`config.mk`:
```
export PLATFORM = sky130hd
export DESIGN_NAME = dmem_arbiter
export DESIGN_NICKNAME = d
export VERILOG_FILES = /design/src/rtl/dmem_arb_pkg.sv /design/src/rtl/arb_starve_counter.sv /design/src/rtl/dmem_arbiter.sv
export SDC_FILE = /design/constraint.sdc
export NUM_CORES = 1
export LEC_CHECK = 0
export CAP_MARGIN = 5
export CORE_AREA = 3 3 87 89
export CTS_CLUSTER_SIZE = 40
export DETAILED_ROUTE_END_ITERATION = 7
export DIE_AREA = 0 0 90 92
export DONT_BUFFER_PORTS = 1
export HOLD_SLACK_MARGIN = 0.15
export PLACE_DENSITY_LB_ADDON = 0.08
export SYNTH_ARGS = -nofsm -noshare
export SYNTH_HDL_FRONTEND = slang
export SYNTH_SLANG_ARGS = --single-unit
```
`constraint.sdc`:
```
create_clock -name clk -period 3.49 [get_ports clk]
set_input_delay 0.349 -clock clk [delete_from_list [all_inputs] [get_ports clk]]
set_output_delay 0.349 -clock clk [all_outputs]
set_load 0.01 [all_outputs]
```
`src/rtl/dmem_arb_pkg.sv`:
```
// dmem_arb_pkg: shared types and default sizes for the data-memory arbiter.
//   owner_t     : which requester the in-flight read belongs to
//   arb_state_t : arbitration priority state
package dmem_arb_pkg;

    localparam int unsigned DMEM_ADDR_W       = 19;
    localparam int unsigned DMEM_DATA_W       = 32;
    localparam int unsigned DMEM_AUX_MAX_WAIT = 8;

    typedef enum logic [1:0] {
        OWN_NONE,
        OWN_CPU,
        OWN_AUX
    } owner_t;

    typedef enum logic {
        S_CPU_PRI,
        S_AUX_PRI
    } arb_state_t;

endpackage

```
`src/rtl/arb_starve_counter.sv`:
```
// arb_starve_counter: counts consecutive cycles the aux requester was denied.
// Ports:
//   i_clk   : clock
//   i_rst_n : synchronous active-low reset
//   i_inc   : aux requested and was denied this cycle
//   i_clr   : aux granted, idle, or priority handed to aux (clear wins over inc)
//   o_hit   : this denial brings the count to AUX_MAX_WAIT
module arb_starve_counter #(
    parameter int unsigned AUX_MAX_WAIT = 8
) (
    input  logic i_clk,
    input  logic i_rst_n,
    input  logic i_inc,
    input  logic i_clr,
    output logic o_hit
);

    localparam int unsigned CNT_W = $clog2(AUX_MAX_WAIT + 1);

    logic [CNT_W-1:0] r_cnt;

    always_ff @(posedge i_clk) begin
        if (!i_rst_n) begin
            r_cnt <= '0;
        end else if (i_clr) begin
            r_cnt <= '0;
        end else if (i_inc) begin
            r_cnt <= r_cnt + CNT_W'(1);
        end
    end

    // The threshold is hit by the denial itself, so priority flips on the next cycle.
    assign o_hit = i_inc && !i_clr && (r_cnt == CNT_W'(AUX_MAX_WAIT - 1));

endmodule

```
`src/rtl/dmem_arbiter.sv`:
```
// dmem_arbiter: shares a single-port synchronous data memory between the
// pipeline M-stage (read/write) and an auxiliary read-only requester.
// Optional feature macro: DMEM_ARB_PERF_EN adds saturating perf counters.
// Ports:
//   clk, rst                       : clock, synchronous active-low reset
//   cpu_req/we/addr/wdata          : M-stage access request (held while stalled)
//   cpu_stall                      : CPU lost arbitration this cycle
//   cpu_rvalid/rdata               : CPU load data, one cycle after grant
//   aux_req/addr, aux_gnt          : aux read request and its acceptance
//   aux_rvalid/rdata               : aux read data, one cycle after grant
//   perf_stall_cnt/perf_aux_cnt    : stall cycles / aux grants (macro only)
//   mem_en/we/addr/wdata, mem_rdata: memory port, 1-cycle read latency
module dmem_arbiter
    import dmem_arb_pkg::*;
#(
    parameter int unsigned ADDR_W       = DMEM_ADDR_W,
    parameter int unsigned DATA_W       = DMEM_DATA_W,
    parameter int unsigned AUX_MAX_WAIT = DMEM_AUX_MAX_WAIT
) (
    input  logic              clk,
    input  logic              rst,
    input  logic              cpu_req,
    input  logic              cpu_we,
    input  logic [ADDR_W-1:0] cpu_addr,
    input  logic [DATA_W-1:0] cpu_wdata,
    output logic              cpu_stall,
    output logic              cpu_rvalid,
    output logic [DATA_W-1:0] cpu_rdata,
    input  logic              aux_req,
    input  logic [ADDR_W-1:0] aux_addr,
    output logic              aux_gnt,
    output logic              aux_rvalid,
    output logic [DATA_W-1:0] aux_rdata,
`ifdef DMEM_ARB_PERF_EN
    output logic [31:0]       perf_stall_cnt,
    output logic [31:0]       perf_aux_cnt,
`endif
    output logic              mem_en,
    output logic              mem_we,
    output logic [ADDR_W-1:0] mem_addr,
    output logic [DATA_W-1:0] mem_wdata,
    input  logic [DATA_W-1:0] mem_rdata
);

    arb_state_t        r_state;
    owner_t            r_rsel;
    logic [ADDR_W-1:0] r_addr;
    logic [DATA_W-1:0] r_wdata;

    logic w_cpu_gnt;
    logic w_aux_gnt;
    logic w_aux_denied;
    logic w_hit;

    // Grants are gated by reset so nothing reaches memory while rst is low.
    assign w_aux_gnt    = rst && aux_req && ((r_state == S_AUX_PRI) || !cpu_req);
    assign w_cpu_gnt    = rst && cpu_req && !w_aux_gnt;
    assign w_aux_denied = rst && aux_req && !w_aux_gnt;

    arb_starve_counter #(
        .AUX_MAX_WAIT (AUX_MAX_WAIT)
    ) u_starve (
        .i_clk   (clk),
        .i_rst_n (rst),
        .i_inc   (w_aux_denied),
        .i_clr   (!w_aux_denied),
        .o_hit   (w_hit)
    );

    always_ff @(posedge clk) begin
        if (!rst) begin
            r_state <= S_CPU_PRI;
            r_rsel  <= OWN_NONE;
            r_addr  <= '0;
            r_wdata <= '0;
        end else begin
            // Aux priority lasts exactly one cycle.
            r_state <= ((r_state == S_CPU_PRI) && w_hit) ? S_AUX_PRI : S_CPU_PRI;

            if (w_cpu_gnt && !cpu_we) begin
                r_rsel <= OWN_CPU;
            end else if (w_aux_gnt) begin
                r_rsel <= OWN_AUX;
            end else begin
                r_rsel <= OWN_NONE;
            end

            if (w_cpu_gnt) begin
                r_addr  <= cpu_addr;
                r_wdata <= cpu_wdata;
            end else if (w_aux_gnt) begin
                r_addr  <= aux_addr;
            end
        end
    end

    assign cpu_stall = rst && cpu_req && !w_cpu_gnt;
    assign aux_gnt   = w_aux_gnt;

    assign mem_en    = w_cpu_gnt || w_aux_gnt;
    assign mem_we    = w_cpu_gnt && cpu_we;
    assign mem_addr  = w_cpu_gnt ? cpu_addr : (w_aux_gnt ? aux_addr : r_addr);
    assign mem_wdata = w_cpu_gnt ? cpu_wdata : r_wdata;

    // Gating with rst drops a read that was in flight when reset arrived.
    assign cpu_rvalid = rst && (r_rsel == OWN_CPU);
    assign aux_rvalid = rst && (r_rsel == OWN_AUX);
    assign cpu_rdata  = mem_rdata;
    assign aux_rdata  = mem_rdata;

`ifdef DMEM_ARB_PERF_EN
    logic [31:0] r_perf_stall;
    logic [31:0] r_perf_aux;

    always_ff @(posedge clk) begin
        if (!rst) begin
            r_perf_stall <= '0;
            r_perf_aux   <= '0;
        end else begin
            if (cpu_stall && (r_perf_stall != '1)) begin
                r_perf_stall <= r_perf_stall + 32'd1;
            end
            if (w_aux_gnt && (r_perf_aux != '1)) begin
                r_perf_aux <= r_perf_aux + 32'd1;
            end
        end
    end

    assign perf_stall_cnt = r_perf_stall;
    assign perf_aux_cnt   = r_perf_aux;
`endif

endmodule

```
==> results.py <==
metrics = {
    "logic_synthesis": {
        "synth_fp_nets": 535,
        "avgSynthCellArea_um2": 8.117,
        "synth.yosys.seq_area_share": 0.3350,
        "netlist_area_um2": 3466,
        "synth.ff_latch_count": 58,
        "ys_types": 29,
        "synthesis.yosys.warnings": 0,
        "postSynthCellCount": 427,
    },
    "finish": {
        "fill_cells": 725,
        "design.final.nets": 453,
        "area.growth.synth_to_final_pct": -8.339,
        "layout.cells.most_common": "dfxtp_1",
        "most-common-layout-cells": "58 x dfxtp_1, 51 x o21ai_0, 38 x mux2i_1",
        "register_area_um2": 1161,
        "inserted_diodes": 0,
        "summed_area_of_non_filler_cells_in_the_final_layout_um2": 3177,
        "multi_input_area_um2": 1615,
        "post_route_cells_drive_above_1_share": 0.06286,
    },
    "worst_setup_path": {
        "data_required_time_at_the_worst_endpoint_ps": 3140,
        "cp-end-kind": "output pin",
        "crit_path_start_kind": "flop",
        "startpoint": "r_state",
        "wp_data_arrival_ps": 2180,
        "setup.worst_path.class": "reg -> out",
        "worst_reg2reg_path_length_in_cells": 3,
        "r2r_start": "r_state",
        "path_max_fanout": 39,
    },
    "sta": {
        "final_max_slew_viol_count": 0,
        "timing.slew.headroom": 0.3065,
        "max_freq_ghz": 0.3960,
        "period_minus_slack_ps": 2525,
        "actual_slew_at_the_worst_max_slew_pin_ps": 1038,
        "hold_viol_final": 0,
        "finalSetupViolations": 0,
        "setup-tns-final_ps": 0,
        "layout_worst_path_cycle_share": 0.7235,
        "clock_skew_ps": 3.987,
        "unrepaired_setup_endpoints_after_global_routing": "no",
    },
    "power_and_ir_drop": {
        "powerDensity_nw_per_um2": 512.2,
        "total_power_mw": 1.627,
        "power.leakage_nw": 1.393,
        "vdd.ir_drop.worst_mv": 0.2492,
    },
    "clocking": {
        "ctsLongestPathBuffers": 2,
        "numCtsBuffers": 9,
        "tritoncts": "yes",
        "clkSlewWorstSetupHoldPaths_ps": 70,
        "clock_tree.htree_level_count": 3,
        "clock_latency_ps": 320,
        "cts_num_sinks": 58,
        "ctsRootBufferMaster": "clkbuf_8",
        "postCtsSetupBuffers": 0,
    },
    "flow_run": {
        "max_cap_violations": 0,
    },
    "grt": {
        "grt_pass1_vias": 2398,
        "largest_net_degree_at_the_start_of_global_routing": 40,
        "overall_global_routing_resource_usage": 0.1795,
        "grt_antenna_before_repair": 0,
        "grt_overflow": 0,
        "grt_pass1_wl_um": 12190,
    },
    "drt": {
        "antenna_left": 0,
        "detail_route.first_pass.iterations": 4,
        "detailroute.via_count": 2512,
        "viasPerCell": 5.632,
        "final_wirelength_um": 7643,
        "dr.first_iter.drc_count": 83,
        "wire_per_inst_um": 17.14,
        "drc_markers": 0,
    },
    "place": {
        "dpl-instance-area_um2": 2934,
        "gpl.final_weighted_congestion": 0.7603,
        "place_hpwl_um": 5214,
        "io_buffer_count": 0,
    },
    "worst_hold_path": {
        "hold_start": "rst",
        "min-delay-path-class": "in -> reg",
        "timing.hold.worst_path_depth": 1,
    },
    "floorplan": {
        "floorplan.rows": 30,
        "die_w_um": 90,
        "placeableCoreArea_um2": 6832,
        "start_util": 0.5073,
        "num_io_pins": 228,
        "die_h_um": 92,
        "die_area_um2": 8280,
    },
    "outcome": {
        "outcome": "finished clean",
    },
}
==> state kept, by name (all words and copies together), names as in the netlist <==
register,flops
r_wdata,32
r_addr,19
r_rsel,2
u_starve.r_cnt,4
r_state,1
==> power by group <==
group / internal, mW / total (mW) / switching [mW]
sequential: 0.697 / 0.709 / 0.0115
clock: 0.471 / 0.726 / 0.256
combinational: 0.0706 / 0.192 / 0.122
==> worst paths after layout <==
check | to | slack, ps
setup / recovery | cpu_stall | 960
hold reg to reg | u_starve.r_cnt[0] | 450
setup reg to reg | r_wdata[18] | 1710
hold / removal | r_addr[18] | 180
==> synthesized netlist by cell type <==
| cell type | instances | area (um2) |
|---|---|---|
| xnor2_1 | 1 | 8.760 |
| a21oi_1 | 32 | 160.2 |
| nand3b_1 | 1 | 7.510 |
| dfxtp_1 | 58 | 1161 |
| mux2i_1 | 38 | 380.4 |
| or2_1 | 1 | 6.260 |
| buf_6 | 8 | 90.09 |
| nor2b_4 | 1 | 13.76 |
| nor3_2 | 1 | 10.01 |
| nand2_1 | 36 | 135.1 |
| a21boi_0 | 8 | 60.06 |
| nand2_2 | 1 | 6.260 |
| ha_1 | 1 | 12.51 |
| nor3_1 | 1 | 5.000 |
| clkbuf_2 | 1 | 5.000 |
| clkbuf_1 | 18 | 67.56 |
| and2_1 | 3 | 18.77 |
| inv_1 | 3 | 11.26 |
| or3_1 | 19 | 118.9 |
| nor2_1 | 7 | 26.28 |
| and3_1 | 20 | 125.1 |
| nand3_1 | 33 | 165.2 |
| clkinv_1 | 1 | 3.750 |
| nor3b_1 | 1 | 7.510 |
| xor2_1 | 1 | 8.760 |
| buf_2 | 5 | 25.02 |
| o21ai_0 | 51 | 255.2 |
| a21boi_1 | 11 | 82.58 |
| buf_4 | 65 | 488.0 |
==> worst max-delay path, cell delays in order (launching register included) <==
cell and delay [ps]:
dfxtp_1 350, nor2b_4 110, buf_4 290, or2_1 640, inv_1 200, and2_1 250
==> stage by stage <==
step	worst slack (ps)	cells	util	hold slack, ps
final	965.0	446	0.4650	176.5
after global placement	1238	429	0.4295	431.4
after CTS	928.2	446	0.4650	152.0
after floorplan	1827	427	-	417.5
after detailed placement	1229	429	0.4295	431.6
after global routing	818.7	446	0.4650	156.2
==> what timing repair did <==
| item | CTS | global route |
|---|---|---|
| hold buffers | 1 | 0 |
| resized for setup | 0 | 0 |
| hold endpoints to repair | 1 | 0 |
==> layout make-up <==
| class | count | area share |
|---|---|---|
| clock buffer | 10 | 0.04017 |
| sequential | 58 | 0.3655 |
| tap | 96 | 0.03781 |
| multi-input combinational | 268 | 0.5085 |
| timing repair buffer | 4 | 0.01024 |
| inverter | 4 | 0.004726 |
| clock inverter | 6 | 0.03308 |
==> layer usage <==
metal / wire, um / track usage
met5: 0 / 0
met4: 214 / 0.09694
met3: 759 / 0.07301
met2: 3377 / 0.2657
met1: 3292 / 0.2221
==> logic make-up after synthesis <==
group	count (synthesis)	synth area share
XOR/XNOR	2	0.005055
AO/OA/AOI/OAI	102	0.1610
multiplexers	38	0.1097
AND/OR/NAND/NOR	125	0.1863
adder cells (fa/ha/maj)	1	0.003610
buffers and inverters	101	0.1993
flip-flops	58	0.3350
Power figures use the tool's default switching activity.
